$ cat src/rtl/if_stage.sv
// Instruction-fetch stage: PC register, redirect/stall/flush/halt control and IF/ID register.
// Optional performance counters are enabled with `define IF_PERF_CNT_EN.
module if_stage #(
  parameter logic [31:0] RESET_PC  = 32'h0000_0000,
  parameter logic [31:0] NOP_INSTR = 32'h0000_0000
) (
  input  logic        clk_i,
  input  logic        rst_i,
  output logic [31:0] pc_o,
  input  logic [31:0] pc_plus4_i,
  input  logic [31:0] instr_i,
  input  logic        stall_i,
  input  logic        flush_i,
  input  logic        branch_i,
  input  logic [31:0] branch_target_i,
  input  logic        jump_i,
  input  logic [31:0] jump_target_i,
  input  logic        halt_i,
  output logic [31:0] ifid_pc4_o,
  output logic [31:0] ifid_instr_o,
  output logic        ifid_valid_o,
  output logic        halted_o,
  output logic        misalign_o
`ifdef IF_PERF_CNT_EN
  ,
  output logic [31:0] fetch_cnt_o,
  output logic [31:0] bubble_cnt_o
`endif
);

  typedef enum logic [1:0] {
    RST_HOLD = 2'd0,
    RUN      = 2'd1,
    HALT     = 2'd2
  } state_t;

  state_t      state_q, state_d;
  logic [31:0] pc_d;
  logic [31:0] ifid_pc4_d;
  logic [31:0] ifid_instr_d;
  logic        ifid_valid_d;
  logic        misalign_d;

  logic        redirect;
  logic [31:0] target_raw;

  // Jump outranks branch, so the selected target (and its alignment) comes from jump first.
  assign redirect   = jump_i | branch_i;
  assign target_raw = jump_i ? jump_target_i : branch_target_i;

  // NOTE: every output of this block gets a default first so no path leaves a value
  // unassigned; an unassigned path would infer a latch.
  always_comb begin
    state_d      = state_q;
    pc_d         = pc_o;
    ifid_pc4_d   = ifid_pc4_o;
    ifid_instr_d = ifid_instr_o;
    ifid_valid_d = ifid_valid_o;
    misalign_d   = 1'b0;

    unique case (state_q)
      RST_HOLD: begin
        state_d      = RUN;
        pc_d         = RESET_PC;
        ifid_pc4_d   = pc_plus4_i;
        ifid_instr_d = NOP_INSTR;
        ifid_valid_d = 1'b0;
      end

      RUN: begin
        if (redirect) begin
          pc_d       = target_raw & ~32'h3;
          misalign_d = |target_raw[1:0];
        end else if (!stall_i) begin
          pc_d = pc_plus4_i;
        end

        if (flush_i || redirect) begin
          ifid_pc4_d   = pc_plus4_i;
          ifid_instr_d = NOP_INSTR;
          ifid_valid_d = 1'b0;
        end else if (!stall_i) begin
          ifid_pc4_d   = pc_plus4_i;
          ifid_instr_d = instr_i;
          ifid_valid_d = 1'b1;
        end

        if (halt_i && !stall_i) begin
          state_d = HALT;
        end
      end

      HALT: begin
        ifid_pc4_d   = pc_plus4_i;
        ifid_instr_d = NOP_INSTR;
        ifid_valid_d = 1'b0;
      end

      default: begin
        state_d = RST_HOLD;
      end
    endcase
  end

  // NOTE: sequential state uses non-blocking assignments so every register samples
  // pre-edge values regardless of statement order.
  always_ff @(posedge clk_i or posedge rst_i) begin
    if (rst_i) begin
      state_q      <= RST_HOLD;
      pc_o         <= RESET_PC;
      ifid_pc4_o   <= 32'h0;
      ifid_instr_o <= NOP_INSTR;
      ifid_valid_o <= 1'b0;
      misalign_o   <= 1'b0;
    end else begin
      state_q      <= state_d;
      pc_o         <= pc_d;
      ifid_pc4_o   <= ifid_pc4_d;
      ifid_instr_o <= ifid_instr_d;
      ifid_valid_o <= ifid_valid_d;
      misalign_o   <= misalign_d;
    end
  end

  assign halted_o = (state_q == HALT);

`ifdef IF_PERF_CNT_EN
  logic fetch_evt;
  logic bubble_evt;

  // Only RUN counts; the RST_HOLD and HALT bubbles are not pipeline events.
  assign bubble_evt = (state_q == RUN) && (flush_i || redirect);
  assign fetch_evt  = (state_q == RUN) && !(flush_i || redirect) && !stall_i;

  always_ff @(posedge clk_i or posedge rst_i) begin
    if (rst_i) begin
      fetch_cnt_o  <= 32'h0;
      bubble_cnt_o <= 32'h0;
    end else begin
      if (fetch_evt)  fetch_cnt_o  <= fetch_cnt_o + 32'd1;
      if (bubble_evt) bubble_cnt_o <= bubble_cnt_o + 32'd1;
    end
  end
`else
  // Counters and their ports are absent in this build.
`endif

endmodule
$ cat config.mk
export PLATFORM = sky130hd
export DESIGN_NAME = if_stage
export DESIGN_NICKNAME = d
export VERILOG_FILES = /design/src/rtl/if_stage.sv
export SDC_FILE = /design/constraint.sdc
export NUM_CORES = 1
export LEC_CHECK = 0
export CAP_MARGIN = 15
export CORE_UTILIZATION = 50
export DETAILED_ROUTE_END_ITERATION = 6
export DONT_BUFFER_PORTS = 1
export PLACE_DENSITY = 0.68
export SYNTH_ARGS = -nofsm -noshare
export SYNTH_HDL_FRONTEND = slang
export SYNTH_SLANG_ARGS = --single-unit
$ cat constraint.sdc
create_clock -name clk_i -period 3 [get_ports clk_i]
set_input_delay 0.3 -clock clk_i [delete_from_list [all_inputs] [get_ports clk_i]]
set_output_delay 0.3 -clock clk_i [all_outputs]
set_load 0.05 [all_outputs]
; Word level (Yosys, flattened, before mapping)
; Index checks and enable logic that the tools add are counted.
[totals]
register_bits = 100
latch_bits = 0
ramBits = 0
romBits = 0
in_bits = 135
output_inout_bits = 99
wordCells = 40
n_memories = 0
[classes]
add_sub_neg = 0
multipliers = 0
div = 0
n_lt_le_gt_ge = 0
n_eq_ne = 5
shift = 0
muxes = 16
bitwise_logic = 2
n_reduce_logical = 11
[op_table]
columns = operator, count
row1 = $mux W32, 6
row2 = $pmux W32 S2, 3
row3 = $ne A3 B3 Y1 const B, 2
row4 = $pmux W2 S3, 1
row5 = $reduce_and A2 Y1, 3
row6 = $mux W1, 4
row7 = $reduce_bool A2 Y1, 2
row8 = $reduce_or A2 Y1, 2
row9 = $eq A2 B1 Y1 const B, 1
row10 = $eq A2 B2 Y1 const B, 1
row11 = $logic_not A2 Y1, 1
row12 = $mux W2, 1
row13 = $ne A2 B2 Y1 const B, 1
row14 = $pmux W1 S2, 1
row15 = $logic_and A1 B1 Y1, 1
row16 = $logic_not A1 Y1, 1
row17 = $logic_or A1 B1 Y1, 1
row18 = $not A1 Y1, 1
row19 = $or A1 B1 Y1, 1

; Depth between registers and ports, before layout
; Gate-level depths: netlist (run 1).
[logic_depth]
depth_word = 4
mapped_depth = 6
depth_no_buf = 3

; Least setup slack after synthesis (run 1)
; No wires, ideal clock.
[synth_timing]
kind = reg2out
startpoint = register state_q[1]
endpoint = output halted_o
arrival_ns = 1.225
required_time_ns = 2.700
slack_ns = 1.475
path_stages_with_launch = 4
path_buffers = 1
path_cell_list = dfrtp_1 clkbuf_2 inv_1 nor2_1
[synth_between]
elab_chain_len = 1
[synth_rtl]
columns = item, line
row1 = start: declaration, 37  ; state_t state_q, state_d;
row2 = start signal: assignment, 116  ; state_q <= state_d;
row3 = $eq A2 B2 Y1, 125  ; assign halted_o = (state_q == HALT);
row4 = end: declaration, 22  ; output logic halted_o,
; No other way between the ends.

; Worst setup path in the final report (run 1)
[layout_timing]
startpoint = register state_q[0]
endpoint = register pc_o[23]
[layout_between]
elab_chain_len = 3
elab_cells_between_ends = 6
classes_between = eq/ne: 2 / mux: 1 / reduce/logical: 3
[layout_rtl]
columns = item, line
row1 = $eq A2 B1 Y1 or $logic_not A2 Y1 (tied branches), 61  ; unique case (state_q)
row2 = $ne A3 B3 Y1 (no source line) or $reduce_bool A2 Y1 (tied branches), --
row3 = $reduce_and A2 Y1 (no source line), --
row4 = end signal: assignment, 117  ; pc_o <= pc_d;
row5 = end: declaration, 9  ; output logic [31:0] pc_o,
; Parallel ways exist; a longest one is shown, timed or not.
; A chain may end at the register's enable or synchronous reset.

==> flow_summary.toml, run 1 <==
[yosys]
synth_ff_type = "dfrtp_1"
synthArstFlopShare = 1.00
synthAdderAreaFrac = 0
synth-edff-count = 0
yosysTopAreaCell = "dfrtp_1"
synth_fp_nets = 475
synthMuxAreaShare = 0.120
synthCells = 340
seq_area_frac_synth = 0.563
synth_top_family_by_area = "compound AO/OA/AOI/OAI gates"
synth-xor-area-share = 0
yosysWarnings = 0
synth_compound_area_frac = 0.194
synth_top_area_frac = 0.563
syn-cell-area_sq_um = 4450
syn_avg_cell_area_sq_um = 13.1
netlist_top_cells_count = "100 x dfrtp_1, 44 x a22o_1, 29 x nand2_1"
synth.distinct_cells = 32
yosysMostFrequentCell = "dfrtp_1"
ys_ff_latch = 100
synth_simple_gate_area_share = 0.0774
synth_area_leaders = "dfrtp_1 56%, a22o_1 8.7%, mux2_4 6.8%"

[clock_network]
root_buffer = "clkbuf_8"
clk_path_buf_depth = 2
clock_latency_ns = 0.36
cts_made_buffers = 9
h-tree-depth = 3
clk_pin_slew_ns = 0.08
cts_setup_buffers = 0
cts_num_sinks = 100
cts_tree = "built"

[sta]
worst_slew_pin_slew_ns = 0.683
hold_viol = 0
maxSlewViolCount = 0
fmaxAchievable_mhz = 524
period_needed_ns = 1.91
period_share = 0.636
maxSlewHeadroom = 0.543
setup_viol_count_final = 0
fin_tns_setup_ns = 0
holdWs_ns = 0.0501
rsz0062_at_grt = "no"
final.setup_skew_ns = 0.0141

[die]
io-pin-count = 234
die-height_microns = 96.3
coreArea_sq_um = 8680
start_util = 0.513
rows = 34
fp.dieArea_sq_um = 9280
fp.dieW_microns = 96.3

[placement]
gp_congestion = 0.802
dpl.hpwl_mm = 7.63
io_buffer_count = 0

[critical_path]
max_stage_delay_ns = 0.61
crit_fanout = 17
cp_top_family = "compound AO/OA/AOI/OAI gates"
crit_arrival_ns = 2.19
end_kind = "flip-flop"
worst_path_max_delay_cell = "o31ai_4"
path_class = "flip-flop to flip-flop"
r2r_slack_ns = 1.09
cp_cell_sequence = "nand2b_1 > o31ai_4 > buf_4 > a22o_1"
cp_num_buf_inv = 1
start_kind = "flip-flop"
required_ns = 3.28

[drt]
drt-initial-drc-count = 114
via_per_inst = 6.40
num_vias = 2850
ant_nets = 0
drc = 0
wl_per_cell_microns = 24.1
routed_wl_mm = 10.7
drtPass1Iterations = 4

[power]
power_frac_clock = 0.228
swShare = 0.417
p_int_uw = 2180
pwr-share-comb = 0.143
ir_worst_vdd_mv = 0.340
power_frac_seq = 0.629
leakage_uw = 0.00217
power_density_nw_per_um2 = 791
switching_power_uw = 1560

[layout]
fin_nets = 467
area_delta_synth_final_pct = 6.30
diodes = 0
multi_input_area_sq_um = 1770
fillerInstances = 730
drive_gt1_frac = 0.199
layout.area.seq_sq_um = 2500

[outcome]
status = "finished clean"

[worst_hold_path]
hp-class = "input pin to flip-flop"

[run]
maxCapViolations = 0

[global_routing]
antenna_found_initial = 0
overflow = 0
grt_pass1_wl_mm = 14.8
grt_start_max_net_pins = 66
grtUsageTotal = 0.219
grt_pass1_vias = 2732
[power by group through the flow]
stage / sequential [uW] / clock, uW / combinational, uW
after detailed placement: 2370 / 0 / 543
after CTS: 2350 / 880 / 539
final: 2350 / 853 / 535
after global placement: 2380 / 0 / 519
after floorplan: 2300 / 0 / 489
after global routing: 2370 / 929 / 589
[layout by cell type (no fill, tap or decap), types with 2 or more instances in the layout]
cell type	instances
a211oi_1	20
a21o_1	2
a221o_1	19
a22o_1	44
buf_4	10
clkbuf_8	9
dfrtp_1	100
inv_1	3
inv_6	3
mux2_2	12
mux2_4	20
mux2i_1	10
nand2_1	29
nand2b_1	2
nand3b_1	19
nor2_1	5
nor4b_4	2
o21a_1	2
o21ai_0	10
[registers in the layout (all words and copies together), names as in the netlist]
signal and flops:
state_q 2, ifid_pc4_o 32, ifid_instr_o 32, ifid_valid_o 1, misalign_o 1, pc_o 32
[cell families after synthesis]
logic type / count (synthesis)
multiplexers: 42
buffers and inverters: 35
AND/OR/NAND/NOR: 60
AO/OA/AOI/OAI: 103
flip-flops: 100
[final timing paths]
kind	start	endpoint	cells past startpoint
worst min-delay path	jump_i	misalign_o$_DFF_PP0_	1
worst min register to register	state_q[1]$_DFFE_PP0P_	state_q[0]$_DFFE_PP0P_	1
worst max register to register	state_q[0]$_DFFE_PP0P_	pc_o[23]$_DFFE_PP0P_	4
min in group asynchronous	rst_i	ifid_pc4_o[1]$_DFFE_PP0P_	2
worst max-delay path	state_q[0]$_DFFE_PP0P_	pc_o[23]$_DFFE_PP0P_	4
max in group asynchronous	rst_i	ifid_pc4_o[23]$_DFFE_PP0P_	3
[what timing repair did]
item                                    in CTS  in global routing
endpoints found under the setup margin       0                  0
gates resized for setup                      0                  0
endpoints found under the hold margin       44                  0
hold buffers                                 1                  0
[routing by layer]
layer	routed length [microns]	track usage	vias up
li1	-	-	1257
met1	4210	0.257	1410
met2	5320	0.381	174
met3	1070	0.0727	9
met4	131	0.0650	0
met5	0	0	-
[metrics by stage]
stage | util | total power [uW] | setup WS (ns) | instance area [sq um] | std cells
5_1_grt | 0.545 | 3890 | 1.01 | 4730 | 445
3_5_place_dp | 0.521 | 2920 | 1.11 | 4520 | 428
3_3_place_gp | 0.521 | 2900 | 1.20 | 4520 | 428
2_1_floorplan | - | 2790 | 0.0812 | 4450 | 340
6_report | 0.545 | 3740 | 1.09 | 4730 | 445
4_1_cts | 0.545 | 3770 | 1.10 | 4730 | 445
[cell type report]
cell class / count / area share
Clock buffer: 10 / 0.0270
Clock inverter: 6 / 0.0146
Inverter: 4 / 0.00370
Multi-Input combinational cell: 205 / 0.375
Sequential cell: 100 / 0.529
Tap cell: 108 / 0.0286
Timing Repair Buffer: 12 / 0.0222
Note: power is estimated with default switching activity, not from simulation.
==> run 2, diff against run 1 <==
--- a/config.mk
+++ b/config.mk
@@ -9,7 +9,6 @@
 export CORE_UTILIZATION = 50
 export DETAILED_ROUTE_END_ITERATION = 6
 export DONT_BUFFER_PORTS = 1
-export PLACE_DENSITY = 0.68
 export SYNTH_ARGS = -nofsm -noshare
 export SYNTH_HDL_FRONTEND = slang
 export SYNTH_SLANG_ARGS = --single-unit
==> constraint.sdc (replaced) <==
create_clock -name clk_i -period 2 [get_ports clk_i]
set_input_delay 0.2 -clock clk_i [delete_from_list [all_inputs] [get_ports clk_i]]
set_output_delay 0.2 -clock clk_i [all_outputs]
set_load 0.05 [all_outputs]
==> run 2 against run 1 <==
Effect of this change: via count grew 10%; sequential cell count is the same; count of clock-buffer cells in the layout grew 2; design area grew 15%; worst hold slack lost 0.037 ns; sequential share of layout area shrank 6.8 points; critical path type unchanged; final cell count grew 16%; routed wire length grew 9.1%; setup slack lost 0.71 ns; sequential power grew 50%; utilization grew 8.1 points.
==> flow_summary.toml, run 2 (synthesis gave the netlist of run 1 again) <==
[drt]
drtPass1Iterations = 4
wl_per_cell_microns = 22.7
ant_nets = 0
drt-initial-drc-count = 100
via_per_inst = 6.11
routed_wl_mm = 11.7
num_vias = 3148
drc = 0

[die]
io-pin-count = 234
die-height_microns = 96.3
fp.dieW_microns = 96.3
coreArea_sq_um = 8680
start_util = 0.513
rows = 34
fp.dieArea_sq_um = 9280

[layout]
drive_gt1_frac = 0.170
area_delta_synth_final_pct = 22.1
mostFrequentLayoutCells = "100 x dfrtp_1, 69 x dlygate4sd3_1, 44 x a22o_1"
finalNonFillerCells = 515
reg_top3 = "ifid_instr_o: 32 flops, ifid_pc4_o: 32 flops, pc_o: 32 flops"
fin_nets = 537
diodes = 0
mostFrequentLayoutCell = "dfrtp_1"

[sta]
worst_slew_pin_slew_ns = 0.665
rsz0062_at_grt = "no"
holdWs_ns = 0.0128
final.setup_skew_ns = 0.0164
fmaxAchievable_mhz = 617
setup_viol_count_final = 0
maxSlewHeadroom = 0.555
maxSlewViolCount = 0
hold_viol = 0
fin_tns_setup_ns = 0
fin_ws_ns = 0.379
period_share = 0.811
period_needed_ns = 1.62

[power]
switching_power_uw = 2380
power_frac_clock = 0.214
pwr-share-comb = 0.165
ir_worst_vdd_mv = 0.480
power_frac_seq = 0.620
swShare = 0.418
p_total_uw = 5680
p_int_uw = 3310
leakage_uw = 0.00246
power_density_nw_per_um2 = 1050

[outcome]
status = "finished clean"

[critical_path]
start_kind = "flip-flop"
path_class = "flip-flop to flip-flop"
end_kind = "flip-flop"
worst_path_max_delay_cell = "dfrtp_1"
crit_arrival_ns = 1.91
max_stage_delay_ns = 0.51
cp_num_buf_inv = 1
cp_cell_sequence = "nand2b_1 > nor4b_4 > buf_4 > a22o_1"
crit_fanout = 33
required_ns = 2.28
cp_top_family = "flip-flops"

[clock_network]
cts_made_buffers = 9
h-tree-depth = 3
cts.repair.resized = 0
clk_path_buf_depth = 2
cts_tree = "built"
cts_num_sinks = 100
root_buffer = "clkbuf_8"
clk_pin_slew_ns = 0.09
clock_latency_ns = 0.36
cts_setup_buffers = 0

[global_routing]
grt_pass1_wl_mm = 16.3
antenna_found_initial = 0
grtUsageTotal = 0.242
overflow = 0
grt_pass1_vias = 3113
grt_start_max_net_pins = 66

[run]
maxCapViolations = 0

[placement]
io_buffer_count = 0
dpl.hpwl_mm = 7.58
place_ws_ns = 0.413
dp.cells = 430
gp_congestion = 0.751

[worst_hold_path]
hp-class = "input pin to flip-flop"
[run 2: cell count changes in the layout (fill, tap and decap cells not counted), moves of 2 or more]
cell           change
dlygate4sd3_1     +68
clkbuf_8           +2
clkinv_4           +3
inv_6              -3
[run 2: power groups by stage]
stage	Sequential [uW]	Clock [uW]	Combinational [uW]
2_1_floorplan	3460	0	734
3_3_place_gp	3560	0	806
3_5_place_dp	3560	0	832
4_1_cts	3530	1240	941
5_1_grt	3560	1330	1030
6_report	3530	1220	939
[run 2: final cells by class]
type                            instances  area, sq um
Tap cell                              108          135
Clock inverter                          4         33.8
Sequential cell                       100         2500
Multi-Input combinational cell        205         1770
Timing Repair Buffer                   82          813
Fill cell                             709         3250
Clock buffer                           12          155
Inverter                                4         18.8
[run 2: per-layer routing]
| layer | up-vias | track usage | wire length [microns] |
|---|---|---|---|
| li1 | 1401 | - | - |
| met3 | 11 | 0.0719 | 976 |
| met5 | - | 0 | 0 |
| met1 | 1583 | 0.293 | 4690 |
| met4 | 0 | 0.0711 | 126 |
| met2 | 153 | 0.415 | 5910 |
[run 2: metrics by stage]
step                instance area [sq um]  utilization
finish                               5430        0.626
floorplan                            4450            -
detailed placement                   4550        0.524
global route                         5430        0.626
global placement                     4550        0.524
CTS                                  5410        0.623
[run 2: worst paths after layout]
kind / end / from / slack [ns] / cells after the start
worst max-delay path: ifid_instr_o[12]$_DFFE_PP0P_ / state_q[0]$_DFFE_PP0P_ / 0.38 / 4
worst min-delay path: pc_o[2]$_DFFE_PP0P_ / pc_plus4_i[2] / 0.01 / 1
worst max register to register: ifid_instr_o[12]$_DFFE_PP0P_ / state_q[0]$_DFFE_PP0P_ / 0.38 / 4
worst min register to register: state_q[0]$_DFFE_PP0P_ / state_q[1]$_DFFE_PP0P_ / 0.63 / 1
max in group asynchronous: ifid_pc4_o[8]$_DFFE_PP0P_ / rst_i / 0.95 / 3
min in group asynchronous: pc_o[31]$_DFFE_PP0P_ / rst_i / 0.42 / 2
[run 2: what timing repair did]
action / CTS / global route
hold endpoints to repair: 108 / 2
hold buffers: 67 / 2
endpoints found under the setup margin: 0 / 0
